==> src/rtl/mult_sequencer_pkg.sv <==
// Shared types and defaults for the execute-stage multiplier sequencer.
// The state encoding is exported so checkers can decode the debug state.
package mult_sequencer_pkg;

   localparam int MSEQ_WORD           = 64;
   localparam int MSEQ_TIMEOUT_CYCLES = 80;
   localparam int MSEQ_CNT_W          = 7;

   typedef enum logic [2:0] {
      MSEQ_IDLE  = 3'd0,
      MSEQ_START = 3'd1,
      MSEQ_BUSY  = 3'd2,
      MSEQ_DONE  = 3'd3,
      MSEQ_DRAIN = 3'd4
   } mseq_state_t;

   // States in which the multiplier owns the pipeline regardless of decode.
   function automatic logic mseq_is_active(mseq_state_t s);
      return (s == MSEQ_START) || (s == MSEQ_BUSY) || (s == MSEQ_DRAIN);
   endfunction

endpackage

==> src/rtl/mult_sequencer_if.sv <==
// Decode / multiplier / writeback signal bundle around the multiply sequencer.
// Handshake: decode holds mul_req (with mode/rd) as a level while stall=1 and a
// request is taken in the first IDLE/DONE cycle with mul_req=1 and flush=0;
// mult_start, mult_done and result_valid are single-cycle pulses with no back-pressure.
interface mult_sequencer_if #(
   parameter int WORD = mult_sequencer_pkg::MSEQ_WORD
);
   import mult_sequencer_pkg::*;

   logic            mul_req;
   logic [1:0]      mul_mode_in;
   logic [4:0]      mul_rd;
   logic            flush;
   logic            mult_done;
   logic [WORD-1:0] mult_result;

   logic            mult_start;
   logic [1:0]      mult_mode;
   logic            stall;
   logic            execute_result_loc;
   logic [WORD-1:0] result;
   logic            result_valid;
   logic [4:0]      result_rd;
   logic            timeout_err;
   mseq_state_t     dbg_state;

   modport master (
      output mul_req, mul_mode_in, mul_rd, flush, mult_done, mult_result,
      input  mult_start, mult_mode, stall, execute_result_loc, result,
             result_valid, result_rd, timeout_err, dbg_state
   );

   modport slave (
      input  mul_req, mul_mode_in, mul_rd, flush, mult_done, mult_result,
      output mult_start, mult_mode, stall, execute_result_loc, result,
             result_valid, result_rd, timeout_err, dbg_state
   );

endinterface

==> src/rtl/mult_sequencer_timeout_counter.sv <==
// Watchdog counter for an outstanding multiply; o_tc flags the last allowed
// cycle and the count parks there so a late flush cannot wrap it around.
module mult_sequencer_timeout_counter #(
   parameter int TIMEOUT_CYCLES = 80,
   parameter int CNT_W          = 7
) (
   input  logic clk,
   input  logic reset,
   input  logic i_clear,
   input  logic i_enable,
   output logic o_tc
);

   localparam logic [CNT_W-1:0] LP_TC = CNT_W'(TIMEOUT_CYCLES - 1);

   logic [CNT_W-1:0] r_count;
   logic             w_tc;

   assign w_tc = (r_count >= LP_TC);
   assign o_tc = w_tc;

   always_ff @(posedge clk or negedge reset) begin
      if (!reset) begin
         r_count <= '0;
      end else if (i_clear) begin
         r_count <= '0;
      end else if (i_enable && !w_tc) begin
         r_count <= r_count + CNT_W'(1);
      end
   end

endmodule

==> src/rtl/mult_sequencer.sv <==
// Sequences one multi-cycle multiply at a time: start pulse, pipeline stall,
// result capture for writeback, flush draining and lost-done timeout.
module mult_sequencer
   import mult_sequencer_pkg::*;
#(
   parameter int WORD           = MSEQ_WORD,
   parameter int TIMEOUT_CYCLES = MSEQ_TIMEOUT_CYCLES,
   parameter int CNT_W          = MSEQ_CNT_W
) (
   input logic             clk,
   input logic             reset,
   mult_sequencer_if.slave bus
);

   mseq_state_t     r_state;
   logic            r_mult_start;
   logic            r_result_valid;
   logic            r_exec_loc;
   logic            r_timeout_err;
   logic [1:0]      r_mult_mode;
   logic [4:0]      r_rd;
   logic [4:0]      r_result_rd;
   logic [WORD-1:0] r_result;

   logic w_accept;
   logic w_tc;
   logic w_cnt_clear;
   logic w_cnt_enable;
   logic w_stall;

   assign w_accept     = bus.mul_req & ~bus.flush;
   assign w_cnt_clear  = (r_state == MSEQ_START);
   assign w_cnt_enable = (r_state == MSEQ_BUSY) | (r_state == MSEQ_DRAIN);

   // Stall is combinational so decode freezes in the very cycle a request is taken.
   assign w_stall = mseq_is_active(r_state) |
                    (((r_state == MSEQ_IDLE) | (r_state == MSEQ_DONE)) & w_accept);

   mult_sequencer_timeout_counter #(
      .TIMEOUT_CYCLES (TIMEOUT_CYCLES),
      .CNT_W          (CNT_W)
   ) u_timeout (
      .clk      (clk),
      .reset    (reset),
      .i_clear  (w_cnt_clear),
      .i_enable (w_cnt_enable),
      .o_tc     (w_tc)
   );

   always_ff @(posedge clk or negedge reset) begin
      if (!reset) begin
         r_state        <= MSEQ_IDLE;
         r_mult_start   <= 1'b0;
         r_result_valid <= 1'b0;
         r_exec_loc     <= 1'b0;
         r_timeout_err  <= 1'b0;
         r_mult_mode    <= '0;
         r_rd           <= '0;
         r_result_rd    <= '0;
         r_result       <= '0;
      end else begin
         r_mult_start   <= 1'b0;
         r_result_valid <= 1'b0;
         r_exec_loc     <= 1'b0;
         case (r_state)
            MSEQ_IDLE, MSEQ_DONE: begin
               if (w_accept) begin
                  r_mult_mode  <= bus.mul_mode_in;
                  r_rd         <= bus.mul_rd;
                  r_mult_start <= 1'b1;
                  r_state      <= MSEQ_START;
               end else begin
                  r_state <= MSEQ_IDLE;
               end
            end
            MSEQ_START: begin
               r_state <= bus.flush ? MSEQ_DRAIN : MSEQ_BUSY;
            end
            MSEQ_BUSY: begin
               // A done coinciding with flush retires the op, so nothing is left to drain.
               if (bus.flush) begin
                  r_state <= bus.mult_done ? MSEQ_IDLE : MSEQ_DRAIN;
               end else if (bus.mult_done) begin
                  r_result       <= bus.mult_result;
                  r_result_rd    <= r_rd;
                  r_result_valid <= 1'b1;
                  r_exec_loc     <= 1'b1;
                  r_state        <= MSEQ_DONE;
               end else if (w_tc) begin
                  r_timeout_err <= 1'b1;
                  r_state       <= MSEQ_IDLE;
               end
            end
            MSEQ_DRAIN: begin
               if (!bus.flush) begin
                  if (bus.mult_done) begin
                     r_state <= MSEQ_IDLE;
                  end else if (w_tc) begin
                     r_timeout_err <= 1'b1;
                     r_state       <= MSEQ_IDLE;
                  end
               end
            end
            default: r_state <= MSEQ_IDLE;
         endcase
      end
   end

   assign bus.mult_start         = r_mult_start;
   assign bus.mult_mode          = r_mult_mode;
   assign bus.stall              = w_stall;
   assign bus.execute_result_loc = r_exec_loc;
   assign bus.result             = r_result;
   assign bus.result_valid       = r_result_valid;
   assign bus.result_rd          = r_result_rd;
   assign bus.timeout_err        = r_timeout_err;
   assign bus.dbg_state          = r_state;

endmodule

==> src/flat_wrapper.sv <==
// flat-port wrapper written by rule: the top's interface ports become plain ports
module mult_sequencer_flat import mult_sequencer_pkg::*;
#(
   parameter int WORD           = MSEQ_WORD,
   parameter int TIMEOUT_CYCLES = MSEQ_TIMEOUT_CYCLES,
   parameter int CNT_W          = MSEQ_CNT_W
)
  (clk, reset, bus_mul_req, bus_mul_mode_in, bus_mul_rd, bus_flush, bus_mult_done, bus_mult_result, bus_mult_start, bus_mult_mode, bus_stall, bus_execute_result_loc, bus_result, bus_result_valid, bus_result_rd, bus_timeout_err, bus_dbg_state);
  mult_sequencer_if #(.WORD(WORD)) bus_i ();
  input logic clk;
  input logic reset;
  input wire logic [$bits(bus_i.mul_req)-1:0] bus_mul_req;
  input wire logic [$bits(bus_i.mul_mode_in)-1:0] bus_mul_mode_in;
  input wire logic [$bits(bus_i.mul_rd)-1:0] bus_mul_rd;
  input wire logic [$bits(bus_i.flush)-1:0] bus_flush;
  input wire logic [$bits(bus_i.mult_done)-1:0] bus_mult_done;
  input wire logic [$bits(bus_i.mult_result)-1:0] bus_mult_result;
  output wire logic [$bits(bus_i.mult_start)-1:0] bus_mult_start;
  output wire logic [$bits(bus_i.mult_mode)-1:0] bus_mult_mode;
  output wire logic [$bits(bus_i.stall)-1:0] bus_stall;
  output wire logic [$bits(bus_i.execute_result_loc)-1:0] bus_execute_result_loc;
  output wire logic [$bits(bus_i.result)-1:0] bus_result;
  output wire logic [$bits(bus_i.result_valid)-1:0] bus_result_valid;
  output wire logic [$bits(bus_i.result_rd)-1:0] bus_result_rd;
  output wire logic [$bits(bus_i.timeout_err)-1:0] bus_timeout_err;
  output wire logic [$bits(bus_i.dbg_state)-1:0] bus_dbg_state;
  assign bus_i.mul_req = bus_mul_req;
  assign bus_i.mul_mode_in = bus_mul_mode_in;
  assign bus_i.mul_rd = bus_mul_rd;
  assign bus_i.flush = bus_flush;
  assign bus_i.mult_done = bus_mult_done;
  assign bus_i.mult_result = bus_mult_result;
  assign bus_mult_start = bus_i.mult_start;
  assign bus_mult_mode = bus_i.mult_mode;
  assign bus_stall = bus_i.stall;
  assign bus_execute_result_loc = bus_i.execute_result_loc;
  assign bus_result = bus_i.result;
  assign bus_result_valid = bus_i.result_valid;
  assign bus_result_rd = bus_i.result_rd;
  assign bus_timeout_err = bus_i.timeout_err;
  assign bus_dbg_state = bus_i.dbg_state;
  mult_sequencer #(.WORD(WORD), .TIMEOUT_CYCLES(TIMEOUT_CYCLES), .CNT_W(CNT_W)) u_core (.clk(clk), .reset(reset), .bus(bus_i));
endmodule
==> config.mk <==
export PLATFORM = sky130hd
export DESIGN_NAME = mult_sequencer_flat
export DESIGN_NICKNAME = d
export VERILOG_FILES = /design/src/rtl/mult_sequencer_pkg.sv /design/src/rtl/mult_sequencer_if.sv /design/src/rtl/mult_sequencer_timeout_counter.sv /design/src/rtl/mult_sequencer.sv /design/src/flat_wrapper.sv
export SDC_FILE = /design/constraint.sdc
export NUM_CORES = 1
export LEC_CHECK = 0
export BUFFER_PORTS_ARGS = -buffer_cell sky130_fd_sc_hd__clkbuf_2
export CORE_MARGIN = 1
export CORE_UTILIZATION = 43
export DETAILED_ROUTE_END_ITERATION = 7
export PLACE_DENSITY = 0.76
export REMOVE_ABC_BUFFERS = 1
export SLEW_MARGIN = 20
export SYNTH_ARGS = -nofsm -noshare
export SYNTH_HDL_FRONTEND = slang
export SYNTH_SLANG_ARGS = --single-unit
==> constraint.sdc <==
create_clock -name clk -period 1.46 [get_ports clk]
set_input_delay 0 -clock clk [delete_from_list [all_inputs] [get_ports clk]]
set_output_delay 0 -clock clk [all_outputs]
set_load 0.02 [all_outputs]
==> results of run 1 <==
cells by family after synthesis:
kind of cell | Yosys count | synth area share [%]
and+or+nand+nor | 31 | 5.37
muxes | 80 | 29.6
AOI/OAI and AO/OA | 11 | 2.39
buffers and inverters | 13 | 2.88
adders and majority gates | 1 | 0.331
DFF | 89 | 59.0
xor gates and xnor gates | 2 | 0.464
routing by layer:
| metal | vias to the layer above | track usage [%] |
|---|---|---|
| met5 | - | 0 |
| met4 | 0 | 7.59 |
| li1 | 1318 | - |
| met2 | 114 | 36.4 |
| met3 | 15 | 4.58 |
| met1 | 1402 | 25.0 |
state kept, by name (all words and copies together) (netlist names):
name                      count
u_core.bus.result_valid       1
u_core.bus.mult_start         1
u_core.bus.result_rd          5
u_core.u_timeout.r_count      7
u_core.bus.dbg_state          3
u_core.bus.mult_mode          2
u_core.r_rd                   5
u_core.bus.timeout_err        1
u_core.bus.result            64
Yosys cell counts, drive strengths merged:
cell type   n  area (um^2)
and3        1         6.26
nor4        3         18.8
or2         2         12.5
nor2        6         32.5
or4b        1         10.0
mux2       76         1080
a211o       1         8.76
o22ai       1         6.26
inv         4         15.0
mux2i       4         40.0
a2111oi     1         8.76
a211oi      3         27.5
nor4bb      1         10.0
a21o        1         7.51
nand4b      2         32.5
a41oi       1         8.76
nand2b      1         6.26
nand2      10         37.5
nor2b       1         8.76
a311oi      1         8.76
buf         9         93.8
xnor2       2         17.5
dfrtp      89         2230
nor3        1         5.00
o32ai       1         8.76
o21ai       1         5.00
nand3       2         22.5
ha          1         12.5
cell type report:
class | instances | area [um^2]
flip-flops and latches | 89 | 2230
multi-input cells | 125 | 1540
well taps | 105 | 131
clock buffers | 10 | 138
fillers | 547 | 2450
inverters | 4 | 15.0
repair buffers | 253 | 1790
clock inverters | 6 | 50.0
through the flow:
stage                     area, um^2  hold slack (ns)
after detailed placement        4740           0.0805
after CTS                       5790           0.0119
final                           5890           0.0309
after floorplan                 3680           -0.296
after global routing            5890           0.0280
after global placement          4740           0.0728
power by group:
part | leakage (nW) | total (W) | internal (W) | switching (W)
Combinational | 2.01 | 0.00531 | 0.00267 | 0.00263
Sequential | 1.13 | 0.00429 | 0.00359 | 0.000699
Clock | 0.0952 | 0.00163 | 0.000690 | 0.000936
repair_timing:
action | in CTS | in global routing
setup buffers | 7 | 4
hold buffers | 73 | 0
gates resized for setup | 23 | 13
endpoints found under the setup margin | 83 | 83
endpoints found under the hold margin | 162 | 0
pin swaps | 3 | 4
gates cloned | 0 | 1
tightest hold or removal path, stage by stage:
cell and delay [ns]:
clkbuf_2 0.14, or4b_2 0.14, o21ai_1 0.06
worst paths after layout:
path	from	end	cells past startpoint
worst max-delay path	u_core.bus.dbg_state[2]$_DFFE_PN0P_	bus_stall	4
worst min-delay path	bus_mult_done	u_core.bus.dbg_state[2]$_DFFE_PN0P_	3
worst max register to register	u_core.bus.dbg_state[2]$_DFFE_PN0P_	u_core.bus.result[32]$_DFFE_PN0P_	5
worst min register to register	u_core.bus.timeout_err$_DFFE_PN0P_	u_core.bus.timeout_err$_DFFE_PN0P_	1
max in group asynchronous	reset	u_core.bus.result_rd[1]$_DFFE_PN0P_	3
min in group asynchronous	reset	u_core.bus.result[15]$_DFFE_PN0P_	3
==> qor.txt, run 1 <==
slew margin rel. = 68.0%
Detail Route Antenna Nets = 0
leakage power total = 3.23 nW
largest net degree at the start of global routing = 90
drt first pass iters = 4
Tmin final = 1.56 ns
post-synthesis cell area = 3780 um^2
number of buffers between clock root and the deepest sink = 2
NumNets Final = 559
die extent in x = 95.7 um
first-pass GRT wire length = 14300 um
standard-cell rows = 33
detailed route wirelength on metal3 = 578 um
Buf/Inv on CP = 1
DR WL met2 = 5000 um
most frequent cells in the layout = 152 x clkbuf_2, 84 x dfrtp_1, 73 x dlygate4sd3_1
number of max-slew violations in the final report = 0
setup repair after global routing missed its margin = true
H-tree depth = 3
most common cell after layout, fill and taps aside = clkbuf_2
Yosys warnings = 0
CP Max Fanout = 4
Std-Cell Core Area = 8340 um^2
M1 WL = 3880 um
mean cell area of the mapped netlist = 16.6 um^2
Final Setup Violations = 76
DR DRC count = 0
worst-path cell chain = xnor2_2 > or2_4 > nand3_2 > clkbuf_8
DRT Wirelength = 9620 um
synthesis-stage register bit count = 89
highest clock rate = 642 MHz
Pwr per Cell Area = 1900 nW/um^2
Routability Congestion = 0.874
sink count of the clock tree = 89
Inserted Diodes = 0
peak ir drop on the vdd network = 1.14 mV
Post-Route Utilization = 70.6%
GRT overflow = 0
synth unique cells = 36
setup slack of the critical path after layout = -0.0982 ns
family with the most delay on the worst path = flip-flops
Tcrit/Tclk final = 107%
count of buffers from port buffering = 154
via count normalized by instance count = 4.81
gr usage total = 20.7%
number of DRC markers after the initial detailed-route iteration = 59
clock tree from TritonCTS = done
CTS buffer count = 9
number of antenna violations at the first check in global routing = 0
minimum setup slack after placement = -0.171 ns
overall die height = 95.7 um
final hold viol count = 0
run status = finished with violations
category of the worst setup path launch point = flip-flop
buffer cell driving the clock tree root = clkbuf_8
number of vias after detailed routing = 2849
class of the tightest hold or removal check = input pin to flip-flop
R2R setup slack = -0.08 ns
data required time at the worst endpoint = 1.46 ns
Worst Setup Path Type = flip-flop to primary output
overall die area = 9160 um^2
Ports = 155
total power after layout = 0.0112 W
failing checks = negative setup slack
max-capacitance violation count = 0
worst stage delay on the critical path = 0.46 ns
Cell Count Post-Placement = 492
starting density of the core = 45.3%
Slew @ Worst Pin = 0.480 ns
max layer used = met4
share of synthesized area occupied by flip-flops and latches = 59.0%
clock edge transition at the registers on the reported setup and hold paths = 0.10 ns
final cell count without fillers = 592
later-pin clock latency in the skew report = 0.35 ns
synthesized netlist cell count = 227
Area Overhead vs Synth = 56.0%
fraction of final layout cells sized beyond drive strength 1 = 60.2%
Setup TNS Final = -3.81 ns
Critical Path End Type = primary output
Detailed Place HPWL = 5360 um
Clock Skew = 0.0104 ns
arrival time at the worst endpoint = 1.56 ns
vias in the first global route = 2977
cell type of the slowest stage on the worst timing path = dfrtp_2
wire length per cell after detailed routing = 16.2 um
Power figures use the tool's default switching activity.
==> run 2: changes to the inputs <==
--- a/config.mk
+++ b/config.mk
@@ -9,6 +9,7 @@
 export CORE_MARGIN = 1
 export CORE_UTILIZATION = 43
 export DETAILED_ROUTE_END_ITERATION = 7
+export MAX_ROUTING_LAYER = met4
 export PLACE_DENSITY = 0.76
 export REMOVE_ABC_BUFFERS = 1
 export SLEW_MARGIN = 20
==> qor.txt, run 2 (synthesized netlist as in run 1, its figures left out) <==
run status = finished with violations
failing checks = negative setup slack
Ports = 155
number of max-slew violations in the final report = 0
fraction of power consumed by combinational cells = 47.6%
Largest register FFs = 64
H-tree depth = 3
CP Max Fanout = 5
count of buffers from port buffering = 154
wire length per cell after detailed routing = 18.1 um
overall die area = 9160 um^2
buffer cell driving the clock tree root = clkbuf_8
worst r2r src = u_core.bus.dbg_state[0]$_DFFE_PN0P_
largest net degree at the start of global routing = 90
starting density of the core = 45.3%
Clk pwr share = 16.0%
clock tree from TritonCTS = done
Routability Congestion = 0.875
category of the worst setup path launch point = flip-flop
standard-cell rows = 33
via count normalized by instance count = 4.92
Final Setup Violations = 81
CTS buffer count = 9
Clock Skew = 0.0162 ns
setup slack of the critical path after layout = -0.146 ns
slew margin rel. = 67.7%
NumNets Final = 577
drt first pass iters = 4
overall die height = 95.7 um
minimum setup slack after placement = -0.170 ns
net switching fraction of the power = 37.0%
die extent in x = 95.7 um
setup repair after global routing missed its margin = true
final hold viol count = 0
number of antenna violations at the first check in global routing = 0
Worst Setup Path Type = flip-flop to flip-flop
Pwr per Cell Area = 1850 nW/um^2
gr usage total = 24.8%
highest clock rate = 623 MHz
hold depth = 3
DRT Wirelength = 11000 um
Std-Cell Core Area = 8340 um^2
leakage power total = 3.51 nW
Reg2Reg Depth = 6
DR DRC count = 0
Net Sw Power = 0.00440 W
Detailed Place HPWL = 5250 um
arrival time at the worst endpoint = 1.83 ns
number of buffers between clock root and the deepest sink = 2
class of the tightest hold or removal check = input pin to flip-flop
GRT overflow = 0
data required time at the worst endpoint = 1.69 ns
Detail Route Antenna Nets = 0
most common cell after layout, fill and taps aside = clkbuf_2
Tcrit/Tclk final = 110%
critical path launch point = u_core.bus.dbg_state[0]$_DFFE_PN0P_
Critical Path End Type = flip-flop
peak ir drop on the vdd network = 1.24 mV
Tmin final = 1.61 ns
sequential cell fraction of total power = 36.3%
Min-Delay Startpoint = bus_mult_done
first-pass GRT wire length = 16100 um
post-route worst hold slack = 0.0596 ns
max-capacitance violation count = 0
later-pin clock latency in the skew report = 0.35 ns
number of DRC markers after the initial detailed-route iteration = 93
Pint = 0.00749 W
Area Overhead vs Synth = 69.8%
sink count of the clock tree = 89
Slew @ Worst Pin = 0.481 ns
Inserted Diodes = 0
number of vias after detailed routing = 2999
most frequent cells in the layout = 152 x clkbuf_2, 86 x dfrtp_1, 75 x mux2_4
vias in the first global route = 3254
fraction of final layout cells sized beyond drive strength 1 = 62.4%
clock edge transition at the registers on the reported setup and hold paths = 0.10 ns
==> run 2: cell types whose count changed in the layout (fill, tap and decap cells not counted), moves of 2 or more <==
cell	before	now
dfrtp_2	5	3
bufinv_16	0	2
clkbuf_16	1	7
buf_4	18	22
mux2_4	67	75
dfrtp_1	84	86
clkbuf_8	11	9
mux2_2	8	1
buf_16	0	8
==> run 2: repair_timing <==
item,CTS,global route
endpoints found under the hold margin,161,0
endpoints found under the setup margin,85,84
setup buffers,13,3
hold buffers,73,0
pin swaps,6,10
gates cloned,6,7
gates resized for setup,40,19
==> run 2: final timing paths <==
kind                                                       end  slack (ns)
min reg2reg                 u_core.bus.timeout_err$_DFFE_PN0P_        0.48
max                          u_core.bus.result[23]$_DFFE_PN0P_       -0.15
max in group asynchronous    u_core.bus.result[13]$_DFFE_PN0P_        0.86
min                        u_core.bus.dbg_state[2]$_DFFE_PN0P_        0.06
max reg2reg                  u_core.bus.result[23]$_DFFE_PN0P_       -0.15
min in group asynchronous  u_core.bus.result_rd[2]$_DFFE_PN0P_        0.23
==> run 2: layout make-up <==
class / instances / area (um^2)
repair buffers: 271 / 2180
clock inverters: 7 / 98.8
flip-flops and latches: 89 / 2230
multi-input cells: 125 / 1630
inverters: 4 / 15.0
clock buffers: 9 / 124
fillers: 481 / 1930
well taps: 105 / 131
==> run 2: through the flow <==
step	instances	TNS (ns)	util, %	total power [W]	area, um^2
finish	610	-9.57	76.9	0.0119	6410
global route	610	-12.53	76.9	0.0125	6410
CTS	600	-4.32	73.4	0.0116	6120
detailed placement	493	-6.38	56.9	0.00899	4740
global placement	493	-1.70	56.9	0.00884	4740
floorplan	218	-58.66	-	0.00728	3680
==> run 2: power by group through the flow <==
stage / clock [W] / sequential [W] / combinational (W)
finish: 0.00190 / 0.00432 / 0.00566
global route: 0.00206 / 0.00445 / 0.00600
CTS: 0.00195 / 0.00425 / 0.00536
detailed placement: 0 / 0.00427 / 0.00472
global placement: 0 / 0.00420 / 0.00464
floorplan: 0 / 0.00549 / 0.00179
==> run 2: routing by layer <==
metal	wire (um)	share of wire (%)	track usage, %
met5	0	0	-
met4	190	1.7	10.3
met3	526	4.8	4.19
met2	6040	55	45.2
met1	4260	39	26.5
==> run 2: worst max-delay path: stages, from the launching register on <==
cell	delay [ns]
dfrtp_1	0.42
buf_6	0.14
nor2b_4	0.15
nand3_4	0.11
clkbuf_16	0.20
buf_16	0.15
mux2_4	0.30
==> run 3: changes to the inputs <==
--- a/config.mk
+++ b/config.mk
@@ -12,6 +12,7 @@
 export MAX_ROUTING_LAYER = met4
 export PLACE_DENSITY = 0.76
 export REMOVE_ABC_BUFFERS = 1
+export SKIP_LAST_GASP = 1
 export SLEW_MARGIN = 20
 export SYNTH_ARGS = -nofsm -noshare
 export SYNTH_HDL_FRONTEND = slang
==> qor.txt, run 3 (synthesized netlist as in run 1, its figures left out) <==
clock tree from TritonCTS = done
worst r2r src = u_core.bus.dbg_state[0]$_DFFE_PN0P_
most common cell after layout, fill and taps aside = clkbuf_2
Critical Path End Type = flip-flop
number of DRC markers after the initial detailed-route iteration = 74
Cell Area, Placed = 4740 um^2
overall die area = 9160 um^2
Clock Skew = 0.0158 ns
Detailed Place HPWL = 5250 um
H-tree depth = 3
setup slack of the critical path after layout = -0.141 ns
fraction of final layout cells sized beyond drive strength 1 = 62.3%
total power after layout = 0.0119 W
final hold viol count = 0
slew margin rel. = 67.4%
Area Overhead vs Synth = 69.6%
Largest register FFs = 64
first-pass GRT wire length = 16000 um
most frequent cells in the layout = 152 x clkbuf_2, 86 x dfrtp_1, 75 x mux2_4
DR DRC count = 0
DRT Wirelength = 11100 um
GRT overflow = 0
drt first pass iters = 4
Pwr per Cell Area = 1860 nW/um^2
minimum setup slack after placement = -0.170 ns
Reg2Reg Depth = 6
die extent in x = 95.7 um
Ports = 155
Tcrit/Tclk final = 110%
NumNets Final = 576
max-capacitance violation count = 0
arrival time at the worst endpoint = 1.83 ns
CTS buffer count = 9
Detail Route Antenna Nets = 0
number of vias after detailed routing = 3003
Slew @ Worst Pin = 0.485 ns
post-route standard cell area excluding fillers = 6400 um^2
number of buffers between clock root and the deepest sink = 2
highest clock rate = 625 MHz
Worst Setup Path Type = flip-flop to flip-flop
hold depth = 3
count of buffers from port buffering = 154
Tmin final = 1.60 ns
R2R setup slack = -0.14 ns
Std-Cell Core Area = 8340 um^2
number of antenna violations at the first check in global routing = 0
CP Max Fanout = 5
Filler Cell Count = 476
wire length per cell after detailed routing = 18.2 um
later-pin clock latency in the skew report = 0.35 ns
critical register-to-register path endpoint = u_core.bus.result[23]$_DFFE_PN0P_
Min-Delay Startpoint = bus_mult_done
clock edge transition at the registers on the reported setup and hold paths = 0.10 ns
end of the worst hold path = u_core.bus.dbg_state[2]$_DFFE_PN0P_
sink count of the clock tree = 89
class of the tightest hold or removal check = input pin to flip-flop
run status = finished with violations
peak ir drop on the vdd network = 1.24 mV
buffer cell driving the clock tree root = clkbuf_8
Final Setup Violations = 82
Inserted Diodes = 0
category of the worst setup path launch point = flip-flop
overall die height = 95.7 um
data required time at the worst endpoint = 1.69 ns
vias in the first global route = 3230
via count normalized by instance count = 4.93
leakage power total = 3.51 nW
gr usage total = 24.7%
setup repair after global routing missed its margin = true
Post-Route Utilization = 76.8%
largest net degree at the start of global routing = 90
Routability Congestion = 0.875
standard-cell rows = 33
failing checks = negative setup slack
starting density of the core = 45.3%
number of max-slew violations in the final report = 0
post-route worst hold slack = 0.0572 ns
==> run 3: cell count changes in the layout (fill, tap and decap cells not counted) <==
cell / before / now
buf_4: 22 / 21
==> run 3: area by class of cell <==
type | instances | area, um^2 | area share, %
flip-flops and latches | 89 | 2230 | 34.8
repair buffers | 270 | 2180 | 34.0
clock buffers | 9 | 124 | 1.93
multi-input cells | 125 | 1630 | 25.4
clock inverters | 7 | 98.8 | 1.54
well taps | 105 | 131 | 2.05
inverters | 4 | 15.0 | 0.234
==> run 3: report_power, final <==
part	internal (W)	switching, W	leakage [nW]	total, W
clock	0.000980	0.000929	0.111	0.00191
combinational	0.00292	0.00274	2.27	0.00566
sequential	0.00359	0.000732	1.13	0.00432
==> run 3: worst max-delay path, cell delays in order, from the launching register on <==
cell and delay [ns]:
dfrtp_1 0.42, buf_6 0.14, nor2b_4 0.15, nand3_4 0.11, clkbuf_16 0.20, buf_16 0.15, mux2_4 0.30
==> run 3: per-stage QoR <==
stage,std cells,setup TNS (ns)
after floorplan,218,-58.66
after global placement,493,-1.70
after detailed placement,493,-6.38
after CTS,600,-4.34
after global routing,609,-12.74
final,609,-9.43
==> run 3: metal layers <==
layer / vias to the layer above / global-route usage (%) / part of all wire, %
met4: 0 / 10.3 / 1.5
li1: 1356 / - / -
met2: 123 / 44.9 / 55
met3: 20 / 4.19 / 4.4
met1: 1504 / 26.4 / 39
met5: - / - / 0
==> run 3: repair_timing <==
action / in CTS / in global routing
endpoints found under the hold margin: 161 / 0
setup endpoints to repair: 85 / 84
gates cloned: 6 / 7
pin swaps: 6 / 9
setup buffers: 13 / 2
hold buffers: 73 / 0
resized for setup: 38 / 21
==> run 3: how the worst max path moves through the flow <==
stage                                                  startpoint                                 endpoint  slack, ns  depth (start not counted)
after floorplan               u_core.bus.dbg_state[1]$_DFFE_PN0P_        u_core.bus.result[12]$_DFFE_PN0P_      -0.86                          3
after global placement    u_core.u_timeout.r_count[0]$_DFFE_PN0P_  u_core.u_timeout.r_count[1]$_DFFE_PN0P_      -0.13                          6
after detailed placement  u_core.u_timeout.r_count[0]$_DFFE_PN0P_  u_core.u_timeout.r_count[0]$_DFFE_PN0P_      -0.17                          6
after CTS                     u_core.bus.dbg_state[0]$_DFFE_PN0P_  u_core.u_timeout.r_count[4]$_DFFE_PN0P_      -0.08                          5
after global routing          u_core.bus.dbg_state[0]$_DFFE_PN0P_        u_core.bus.result[23]$_DFFE_PN0P_      -0.18                          6
final                         u_core.bus.dbg_state[0]$_DFFE_PN0P_        u_core.bus.result[23]$_DFFE_PN0P_      -0.14                          6
